`src/rtl/ht_preamble_pkg.sv`:
```
// rtl/ht_preamble_pkg.sv - shared constants, state encoding and subcarrier mapping for the HT preamble sequencer
// Contents:
//   IQ_W, N_SC, ADDR_W, MAX_HT_LTF  widths and limits
//   P_ROW0                          per-LTF-symbol negate mask (1 = negate)
//   state_t                         sequencer state encoding
//   sc_map()                        subcarrier counter -> ROM address map
// Config macro: PREAMBLE_FFT_SHIFT_EN (defined: IFFT-natural order, address = k ^ 32)
package ht_preamble_pkg;

  localparam int IQ_W       = 16;
  localparam int N_SC       = 64;
  localparam int ADDR_W     = 7;
  localparam int MAX_HT_LTF = 4;

  // P-matrix row 0 is [+1,-1,+1,+1]; bit i set means LTF symbol i is negated.
  localparam logic [MAX_HT_LTF-1:0] P_ROW0 = 4'b0010;

  typedef enum logic [1:0] {
    ST_IDLE,
    ST_STF,
    ST_LTF,
    ST_DONE
  } state_t;

  function automatic logic [5:0] sc_map(input logic [5:0] k);
`ifdef PREAMBLE_FFT_SHIFT_EN
    return k ^ 6'h20;
`else
    return k;
`endif
  endfunction

endpackage

```
`src/rtl/ht_preamble_seq_if.sv`:
```
// rtl/ht_preamble_seq_if.sv - IQ output stream bundle between the preamble sequencer and the IFFT stage
// Signals:
//   iq_data     {I,Q} subcarrier value
//   iq_valid    iq_data valid
//   iq_ready    downstream accepts when iq_valid && iq_ready
//   sym_first   sample is output position 0 of a symbol
//   sym_last    sample is output position 63 of a symbol
//   seg_is_ltf  0 = HT-STF symbol, 1 = HT-LTF symbol
// Modports: master (sequencer), slave (IFFT side)
interface ht_preamble_seq_if;
  import ht_preamble_pkg::*;

  logic [2*IQ_W-1:0] iq_data;
  logic              iq_valid;
  logic              iq_ready;
  logic              sym_first;
  logic              sym_last;
  logic              seg_is_ltf;

  modport master (
    output iq_data, iq_valid, sym_first, sym_last, seg_is_ltf,
    input  iq_ready
  );

  modport slave (
    input  iq_data, iq_valid, sym_first, sym_last, seg_is_ltf,
    output iq_ready
  );

endinterface

```
`src/rtl/iq_negate_sat.sv`:
```
// rtl/iq_negate_sat.sv - combinational saturating two's complement negate of one I or Q component
// Ports:
//   din   in  W  signed input
//   dout  out W  -din, with the most negative value mapped to the most positive
module iq_negate_sat #(
  parameter int W = 16
) (
  input  logic [W-1:0] din,
  output logic [W-1:0] dout
);

  localparam logic [W-1:0] MIN_V = {1'b1, {(W-1){1'b0}}};
  localparam logic [W-1:0] MAX_V = {1'b0, {(W-1){1'b1}}};

  // -MIN_V is not representable, so it clips to MAX_V.
  assign dout = (din == MIN_V) ? MAX_V : -din;

endmodule

```
`src/rtl/ht_preamble_seq.sv`:
```
// rtl/ht_preamble_seq.sv - sequences HT-STF and HT-LTF ROM contents into the TX IFFT input stream
// Ports:
//   clk, rstn                 clock, asynchronous active-low reset
//   start                     1-cycle pulse, begins a sequence when idle
//   abort                     synchronous return to idle, no done
//   ht_ltf_num[2:0]           HT-LTF symbol count, sampled at start (0->1, >4->4)
//   stf_rom_addr/stf_rom_dout HT-STF ROM (combinational read)
//   ltf_rom_addr/ltf_rom_dout HT-LTF ROM (combinational read)
//   iq                        output stream (ht_preamble_seq_if.master)
//   busy                      sequence in progress
//   done                      1-cycle pulse after the final sample handshake
// Config macro: PREAMBLE_FFT_SHIFT_EN (IFFT-natural subcarrier order)
module ht_preamble_seq
  import ht_preamble_pkg::*;
(
  input  logic                 clk,
  input  logic                 rstn,
  input  logic                 start,
  input  logic                 abort,
  input  logic [2:0]           ht_ltf_num,
  output logic [ADDR_W-1:0]    stf_rom_addr,
  input  logic [2*IQ_W-1:0]    stf_rom_dout,
  output logic [ADDR_W-1:0]    ltf_rom_addr,
  input  logic [2*IQ_W-1:0]    ltf_rom_dout,
  ht_preamble_seq_if.master    iq,
  output logic                 busy,
  output logic                 done
);

  state_t            state, state_nxt;
  logic [5:0]        sc_cnt;
  logic [1:0]        ltf_cnt;
  logic [1:0]        ltf_last;
  logic [1:0]        n_m1;
  logic              drain;
  logic              in_seq, ld, sym_wrap, seq_end, hs;
  logic              neg_en;
  logic [2*IQ_W-1:0] rom_sel, ld_data;
  logic [IQ_W-1:0]   neg_i, neg_q;

  // Index of the last LTF symbol after clamping the requested count to 1..MAX_HT_LTF.
  always_comb begin
    n_m1 = 2'd0;
    if (ht_ltf_num == 3'd0)
      n_m1 = 2'd0;
    else if (ht_ltf_num > 3'(MAX_HT_LTF))
      n_m1 = 2'(MAX_HT_LTF - 1);
    else
      n_m1 = 2'(ht_ltf_num - 3'd1);
  end

  // drain marks "last sample loaded, waiting for its handshake": no more loads.
  assign in_seq   = ((state == ST_STF) || (state == ST_LTF)) && !drain;
  assign hs       = iq.iq_valid && iq.iq_ready;
  assign ld       = in_seq && (!iq.iq_valid || iq.iq_ready);
  assign sym_wrap = ld && (sc_cnt == 6'(N_SC - 1));
  assign seq_end  = sym_wrap && (state == ST_LTF) && (ltf_cnt == ltf_last);

  assign stf_rom_addr = in_seq ? {1'b0, sc_map(sc_cnt)} : '0;
  assign ltf_rom_addr = in_seq ? {1'b0, sc_map(sc_cnt)} : '0;

  assign rom_sel = (state == ST_LTF) ? ltf_rom_dout : stf_rom_dout;
  assign neg_en  = (state == ST_LTF) && P_ROW0[ltf_cnt];

  iq_negate_sat #(.W(IQ_W)) u_neg_i (.din(rom_sel[2*IQ_W-1:IQ_W]), .dout(neg_i));
  iq_negate_sat #(.W(IQ_W)) u_neg_q (.din(rom_sel[IQ_W-1:0]),      .dout(neg_q));

  assign ld_data = neg_en ? {neg_i, neg_q} : rom_sel;

  assign busy = (state == ST_STF) || (state == ST_LTF);
  assign done = (state == ST_DONE);

  always_ff @(posedge clk or negedge rstn) begin
    if (!rstn) state <= ST_IDLE;
    else       state <= state_nxt;
  end

  always_comb begin
    state_nxt = state;
    case (state)
      ST_IDLE: if (start) state_nxt = ST_STF;
      ST_STF:  if (sym_wrap) state_nxt = ST_LTF;
      ST_LTF:  if (drain && hs) state_nxt = ST_DONE;
      ST_DONE: state_nxt = ST_IDLE;
      default: state_nxt = ST_IDLE;
    endcase
    if (abort) state_nxt = ST_IDLE;
  end

  always_ff @(posedge clk or negedge rstn) begin
    if (!rstn) begin
      sc_cnt        <= '0;
      ltf_cnt       <= '0;
      ltf_last      <= '0;
      drain         <= 1'b0;
      iq.iq_valid   <= 1'b0;
      iq.iq_data    <= '0;
      iq.sym_first  <= 1'b0;
      iq.sym_last   <= 1'b0;
      iq.seg_is_ltf <= 1'b0;
    end else if (abort) begin
      sc_cnt        <= '0;
      ltf_cnt       <= '0;
      drain         <= 1'b0;
      iq.iq_valid   <= 1'b0;
      iq.iq_data    <= '0;
      iq.sym_first  <= 1'b0;
      iq.sym_last   <= 1'b0;
      iq.seg_is_ltf <= 1'b0;
    end else begin
      if ((state == ST_IDLE) && start) begin
        ltf_last <= n_m1;
        sc_cnt   <= '0;
        ltf_cnt  <= '0;
        drain    <= 1'b0;
      end
      if (ld) begin
        iq.iq_valid   <= 1'b1;
        iq.iq_data    <= ld_data;
        iq.sym_first  <= (sc_cnt == 6'd0);
        iq.sym_last   <= (sc_cnt == 6'(N_SC - 1));
        iq.seg_is_ltf <= (state == ST_LTF);
        sc_cnt        <= sc_cnt + 6'd1;
        if (sym_wrap && (state == ST_LTF)) begin
          if (seq_end) drain   <= 1'b1;
          else         ltf_cnt <= ltf_cnt + 2'd1;
        end
      end else if (hs) begin
        iq.iq_valid <= 1'b0;
      end
      if (state == ST_DONE) begin
        drain   <= 1'b0;
        ltf_cnt <= '0;
      end
    end
  end

endmodule

```
`src/flat_wrapper.sv`:
```
// flat-port wrapper written by rule: the top's interface ports become plain ports
module ht_preamble_seq_flat import ht_preamble_pkg::*;
  (clk, rstn, start, abort, ht_ltf_num, stf_rom_addr, stf_rom_dout, ltf_rom_addr, ltf_rom_dout, busy, done, iq_iq_data, iq_iq_valid, iq_sym_first, iq_sym_last, iq_seg_is_ltf, iq_iq_ready);
  ht_preamble_seq_if iq_i ();
  input  logic clk;
  input  logic rstn;
  input  logic start;
  input  logic abort;
  input  logic [2:0] ht_ltf_num;
  output logic [ADDR_W-1:0] stf_rom_addr;
  input  logic [2*IQ_W-1:0] stf_rom_dout;
  output logic [ADDR_W-1:0] ltf_rom_addr;
  input  logic [2*IQ_W-1:0] ltf_rom_dout;
  output logic busy;
  output logic done;
  output wire logic [$bits(iq_i.iq_data)-1:0] iq_iq_data;
  output wire logic [$bits(iq_i.iq_valid)-1:0] iq_iq_valid;
  output wire logic [$bits(iq_i.sym_first)-1:0] iq_sym_first;
  output wire logic [$bits(iq_i.sym_last)-1:0] iq_sym_last;
  output wire logic [$bits(iq_i.seg_is_ltf)-1:0] iq_seg_is_ltf;
  input wire logic [$bits(iq_i.iq_ready)-1:0] iq_iq_ready;
  assign iq_iq_data = iq_i.iq_data;
  assign iq_iq_valid = iq_i.iq_valid;
  assign iq_sym_first = iq_i.sym_first;
  assign iq_sym_last = iq_i.sym_last;
  assign iq_seg_is_ltf = iq_i.seg_is_ltf;
  assign iq_i.iq_ready = iq_iq_ready;
  ht_preamble_seq u_core (.clk(clk), .rstn(rstn), .start(start), .abort(abort), .ht_ltf_num(ht_ltf_num), .stf_rom_addr(stf_rom_addr), .stf_rom_dout(stf_rom_dout), .ltf_rom_addr(ltf_rom_addr), .ltf_rom_dout(ltf_rom_dout), .iq(iq_i), .busy(busy), .done(done));
endmodule
```
`config.mk`:
```
export PLATFORM = sky130hd
export DESIGN_NAME = ht_preamble_seq_flat
export DESIGN_NICKNAME = d
export VERILOG_FILES = /design/src/rtl/ht_preamble_pkg.sv /design/src/rtl/ht_preamble_seq_if.sv /design/src/rtl/iq_negate_sat.sv /design/src/rtl/ht_preamble_seq.sv /design/src/flat_wrapper.sv
export SDC_FILE = /design/constraint.sdc
export NUM_CORES = 1
export LEC_CHECK = 0
export ABC_CLOCK_PERIOD_IN_PS = 3900
export CAP_MARGIN = 40
export CORE_ASPECT_RATIO = 1.5
export CORE_MARGIN = 3
export CORE_UTILIZATION = 42
export CTS_CLUSTER_SIZE = 16
export DETAILED_ROUTE_END_ITERATION = 7
export GPL_ROUTABILITY_DRIVEN = 0
export GPL_TIMING_DRIVEN = 0
export PLACE_DENSITY = 0.74
export SYNTH_ARGS = -nofsm -noshare
export SYNTH_HDL_FRONTEND = slang
export SYNTH_SLANG_ARGS = --single-unit
export TNS_END_PERCENT = 50
```
`constraint.sdc`:
```
create_clock -name clk -period 3.9 [get_ports clk]
set_clock_uncertainty 0.1 [all_clocks]
set_input_delay 0.78 -clock clk [delete_from_list [all_inputs] [get_ports clk]]
set_output_delay 0.78 -clock clk [all_outputs]
set_load 0.005 [all_outputs]
```
==> results of run 1 <==
## sequential cells by signal, indices dropped and copies added (netlist names)
signal                count
u_core.ltf_cnt            2
u_core.iq.iq_data        32
u_core.iq.iq_valid        1
u_core.ltf_last           2
u_core.sc_cnt             6
u_core.drain              1
u_core.iq.seg_is_ltf      1
u_core.iq.sym_first       1
u_core.iq.sym_last        1
u_core.state              2
## worst max-delay path by stage
stage	end	cells past startpoint
floorplan	u_core.iq.iq_data[30]	14
global placement	u_core.iq.iq_data[17]	15
detailed placement	u_core.iq.iq_data[18]	15
CTS	u_core.iq.iq_data[18]	15
global route	u_core.iq.iq_data[18]	15
finish	u_core.iq.iq_data[4]	13
## layer usage
metal / global-route usage [%] / vias up
met4: 11.3 / 0
li1: - / 1766
met5: 0 / -
met2: 44.4 / 195
met3: 5.22 / 45
met1: 29.7 / 1856
## cell usage in the layout (no fill, tap or decap), drive strengths merged, types with 3 or more instances in the layout
| master | netlist | layout |
|---|---|---|
| a211oi | 8 | 8 |
| a21o | 6 | 6 |
| a21oi | 33 | 33 |
| a22o | 5 | 5 |
| a22oi | 4 | 4 |
| a31oi | 7 | 7 |
| a41oi | 3 | 3 |
| and2 | 6 | 6 |
| buf | 18 | 22 |
| clkbuf | 12 | 19 |
| clkdlybuf4s50 | 0 | 120 |
| dfrtp | 49 | 49 |
| ha | 10 | 10 |
| inv | 13 | 13 |
| mux2 | 4 | 4 |
| mux2i | 20 | 20 |
| nand2 | 23 | 23 |
| nand2b | 4 | 4 |
| nand3 | 8 | 8 |
| nor2 | 41 | 41 |
| nor2b | 5 | 5 |
| nor3 | 22 | 22 |
| nor3b | 5 | 5 |
| nor4 | 7 | 7 |
| nor4b | 3 | 3 |
| o21a | 3 | 3 |
| o21ai | 31 | 31 |
| o22ai | 3 | 3 |
| o31ai | 4 | 4 |
| or3 | 4 | 4 |
| xnor2 | 9 | 9 |
| xor2 | 14 | 14 |
## timing repair
| action | CTS | global route |
|---|---|---|
| gates resized for setup | 7 | 8 |
| gates cloned | 0 | 0 |
| setup endpoints to repair | 27 | 31 |
| hold buffers | 0 | 0 |
| setup buffers | 3 | 0 |
| pin swaps | 2 | 2 |
## per-stage QoR
| step | hold WS [ns] | std cells | worst slack (ns) | setup TNS, ns | total power, mW |
|---|---|---|---|---|---|
| 6_report | 0.385 | 649 | 0.158 | 0 | 2.90 |
| 2_1_floorplan | 0.384 | 413 | 0.276 | 0 | 1.65 |
| 4_1_cts | 0.410 | 649 | -0.00227 | -0.00227 | 2.87 |
| 3_3_place_gp | 0.396 | 639 | -0.597 | -8.88 | 2.38 |
| 5_1_grt | 0.419 | 649 | 0.00908 | 0 | 3.07 |
| 3_5_place_dp | 0.405 | 640 | -0.705 | -10.56 | 2.42 |
## report_power, final
group          internal, mW  switching (mW)
Combinational         0.768           0.882
Sequential            0.691           0.121
Clock                 0.252           0.182
## cell type report
cell class                 count  area [sq um]
fill                         710          2980
multi-input combinational    321          2190
timing repair buffer         125          1250
sequential                    49          1230
buffer                        29           181
clock buffer                   7           143
tap                          105           131
inverter                      13          48.8
## worst max-delay path: cells and delay by family (launching register included)
kind            cells  cell delay, ns
compound gates      2            0.74
fa+ha+maj           2            0.49
buf+inv             5            0.98
flops               1            0.41
mux                 1            0.25
simple gates        3            0.66
## cell families after synthesis
logic type | synth area share [%]
AND/OR/NAND/NOR | 20.6
multiplexers | 6.84
AO/OA/AOI/OAI | 22.9
buffers and inverters | 6.18
flip-flops | 34.2
XOR/XNOR | 5.62
other | 0.105
adder cells (fa/ha/maj) | 3.49
==> out/qor.yml, run 1 <==
max_stage_delay_ns: 0.48
worst_pin_slew_ns: 0.701
synth.most_common_cell: "dfrtp_1"
placed_cell_area_sq_um: 4940
grt_pass1_wl_um: 19300
clockRootBuffer: "clkbuf_16"
clk_pin_slew_ns: 0.06
met2_length_um: 6380
die_y_um: 119
hold_viol: 0
top_layer_used: "met4"
required_ns: 4.00
synth.distinct_cells: 69
postSynthAreaPerCell_sq_um: 8.70
endpoint_kind: "flip-flop"
maxSlewHeadroom_pct: 52.6
io_pins: 124
dp_hpwl_um: 9730
grt.total_usage_pct: 25.7
critical_path.max_fanout: 10
insertion_delay_ns: 0.29
worst_setup_path_start_kind: "flip-flop"
setup_viol: 0
yosys_warnings: 0
critical_path.cell_chain: "inv_1, ha_1, buf_4, buf_8, clkbuf_4, buf_4, mux2i_2, ha_1, nor2b_2, nand3_2, a2111oi_4, nor2_2, a211oi_1"
synth_edf_count: 0
yosys_register_bits: 49
synth_ff_type: "dfrtp_1"
r2r_start: "u_core.state[0]"
max_freq_mhz: 267
p_leak_nw: 2.03
hold_path_class: "in2async"
status: "complete, no violations"
drt_wl_total_um: 12400
yosysTopAreaCell: "dfrtp_1"
portBuffers: 121
reg2reg_to: "u_core.iq.iq_data[4]"
drc_errors: 0
htree_levels: 2
dr.pass1.iters: 6
maxCapViolations: 0
clock_path_buffers: 2
final_core_util_pct: 63.4
dr.first_iter.drc_count: 240
vias: 3862
routedWlPerCell_um: 19.1
synth-seq-area-share_pct: 34.2
rows: 40
drive_gt1_share_pct: 10.1
die_w_um: 81.4
crit_type: "reg2reg"
ys_async_sr_fraction_pct: 100
rsz0062_at_grt: "false"
netlist_top_cells_count: "dfrtp_1, nor2_1, a21oi_1"
initial_core_util_pct: 43.9
power.density_nw_per_um2: 560
cts_buffers: 5
core_area_sq_um: 8160
grt_max_degree: 28
post-route-min-period_ns: 3.74
layout.nets: 626
r2r.worst_path.cells: 13
ys_top_cells_by_area: "dfrtp_1, mux2i_1, a21oi_1, nor2_1, o21ai_0"
wl_met1_um: 4570
via_per_inst: 5.95
finalCritPeriodShare_pct: 95.9
cp.arrival_ns: 3.84
die-area_sq_um: 9700
cp_slowest_cell: "a2111oi_4"
synth_top_area_share_pct: 34.2
diodes: 0
dr_wl_met3_um: 963
gr-total-overflow: 0
r2r_slack_ns: 0.16
syn_to_final_growth_pct: 44.4
drv_slew: 0
vdd_drop_max_uv: 417
netlist_area_sq_um: 3580
cts_tree: "done"
grt_pass1_vias: 3843
crit_start: "u_core.state[0]"
syn_inst: 412
antenna_found_initial: 0
numClockSinks: 49
stdcell_area_sq_um: 5170
ant_nets: 0
Power figures use the tool's default switching activity.
==> run 2: changes to the inputs <==
CORE_MARGIN = default   (was 3)
==> out/qor.yml, run 2 (synthesized netlist as in run 1, its figures left out) <==
status: "complete, no violations"
worst_pin_slew_ns: 0.760  # +0.0597 ns
cts_tree: "done"
p_leak_nw: 2.03  # about the same
grt.total_usage_pct: 28.2  # +2.5 points
dp_hpwl_um: 9620  # -1.1%
layout.nets: 627  # +0.16%
fin_tns_setup_ns: 0  # unchanged
setup_ws_ns: 0.242  # +0.0833 ns
clockRootBuffer: "clkbuf_16"
core_area_sq_um: 8160  # unchanged
rows: 40  # unchanged
largest_reg_flops: 32  # unchanged
grt_pass1_vias: 4058  # +5.6%
maxCapViolations: 0  # unchanged
clock_path_buffers: 2  # unchanged
final_core_util_pct: 63.4  # about the same
maxSlewHeadroom_pct: 48.6  # -4.0 points
die-area_sq_um: 8910  # -8.1%
regMostFlops: "u_core.iq.iq_data"
final_cell_mix: "clkdlybuf4s50_1, dfrtp_1, nor2_1"
die_w_um: 77.4  # -4.9%
drive_gt1_share_pct: 10.6  # +0.53 points
endpoint_kind: "flip-flop"
placed_cell_area_sq_um: 4940  # unchanged
critical_path.max_fanout: 10  # unchanged
gr-total-overflow: 0  # unchanged
portBuffers: 121  # unchanged
cts_hold_buf: 0  # unchanged
clk_pin_slew_ns: 0.06  # about the same
dp.cells: 640  # unchanged
largestRegisters: "u_core.iq.iq_data (32), u_core.sc_cnt (6)"
cts_buffers: 5  # unchanged
syn_to_final_growth_pct: 44.3  # about the same
numClockSinks: 49  # unchanged
setup_viol: 0  # unchanged
finalCritPeriodShare_pct: 93.8  # -2.1 points
routedWlPerCell_um: 18.8  # -1.7%
die_y_um: 115  # -3.4%
use_met2_pct: 51.8  # +7.4 points
met1_usage_pct: 29.2  # -0.57 points
use_met3_pct: 6.03  # +0.81 points
vdd_drop_max_uv: 363  # -13%
htree_levels: 2  # unchanged
stdcell_area_sq_um: 5170  # about the same
dr.first_iter.drc_count: 198  # -18%
power.density_nw_per_um2: 563  # +0.54%
fin_cells: 650  # +0.15%
vias: 3827  # -0.91%
max_freq_mhz: 273  # +2.3%
hold_path_class: "in2async"
required_ns: 4.00  # about the same
dr.pass1.iters: 6  # unchanged
io_pins: 124  # unchanged
post-route-min-period_ns: 3.66  # -0.0833 ns
drv_slew: 0  # unchanged
mostFrequentLayoutCell: "clkdlybuf4s50_1"
worst_setup_path_start_kind: "flip-flop"
grt_pass1_wl_um: 19400  # +0.50%
drc_errors: 0  # unchanged
hold_viol: 0  # unchanged
antenna_found_initial: 0  # unchanged
diodes: 0  # unchanged
insertion_delay_ns: 0.29  # about the same
grt_max_degree: 32  # +14%
top_usage_layer: "met2"
drt_wl_total_um: 12200  # -1.5%
cp.arrival_ns: 3.76  # -0.08 ns
via_per_inst: 5.89  # -1.1%
initial_core_util_pct: 43.9  # unchanged
pre_cts_slack_ns: -0.646  # +0.0585 ns
crit_type: "reg2reg"
ant_nets: 0  # unchanged
-- run 2: critical path: stages, from the launching register on --
cell	delay [ns]
dfrtp_1	0.41
inv_1	0.11
ha_2	0.24
buf_4	0.21
buf_8	0.16
clkbuf_4	0.25
buf_6	0.19
mux2i_2	0.26
ha_2	0.25
nor2b_2	0.24
nand3_2	0.19
a2111oi_4	0.38
buf_4	0.19
nor2_2	0.12
a211oi_1	0.26
-- run 2: layout make-up --
cell class,count,area (sq um)
buffer,29,185
clock buffer,7,143
fill,729,2990
inverter,13,48.8
multi-input combinational,321,2180
sequential,49,1230
tap,105,131
timing repair buffer,126,1260
-- run 2: repair_timing --
item / 4_1_cts / 5_1_grt
buffers inserted: 3 / 1
resized for setup: 7 / 9
setup endpoints to repair: 31 / 32
pin swaps: 2 / 2
-- run 2: metrics by stage --
stage               total power, mW  hold slack [ns]
floorplan                      1.65            0.384
global placement               2.38            0.394
detailed placement             2.41            0.396
CTS                            2.87            0.363
global route                   3.09            0.383
finish                         2.91            0.349
-- run 2: per-layer routing --
layer | up-vias | wire [um]
li1 | 1770 | -
met1 | 1817 | 4550
met2 | 197 | 6360
met3 | 43 | 821
met4 | 0 | 496
met5 | - | 0
-- run 2: worst paths after layout --
check / depth (start not counted) / slack, ns / end / from
min reg2reg: 1 / 0.40 / u_core.iq.iq_data[31] / u_core.iq.iq_data[31]
max: 14 / 0.24 / u_core.iq.iq_data[4] / u_core.state[0]
max in group asynchronous: 2 / 2.81 / u_core.ltf_cnt[0] / rstn
max reg2reg: 14 / 0.24 / u_core.iq.iq_data[4] / u_core.state[0]
min in group clk: 1 / 0.40 / u_core.iq.iq_data[31] / u_core.iq.iq_data[31]
min: 1 / 0.35 / u_core.iq.iq_data[21] / rstn
-- run 2: power by group --
group | total (mW) | internal (mW) | switching (mW)
combinational | 1.66 | 0.781 | 0.878
sequential | 0.813 | 0.691 | 0.122
clock | 0.438 | 0.252 | 0.186
total | 2.91 | 1.72 | 1.19
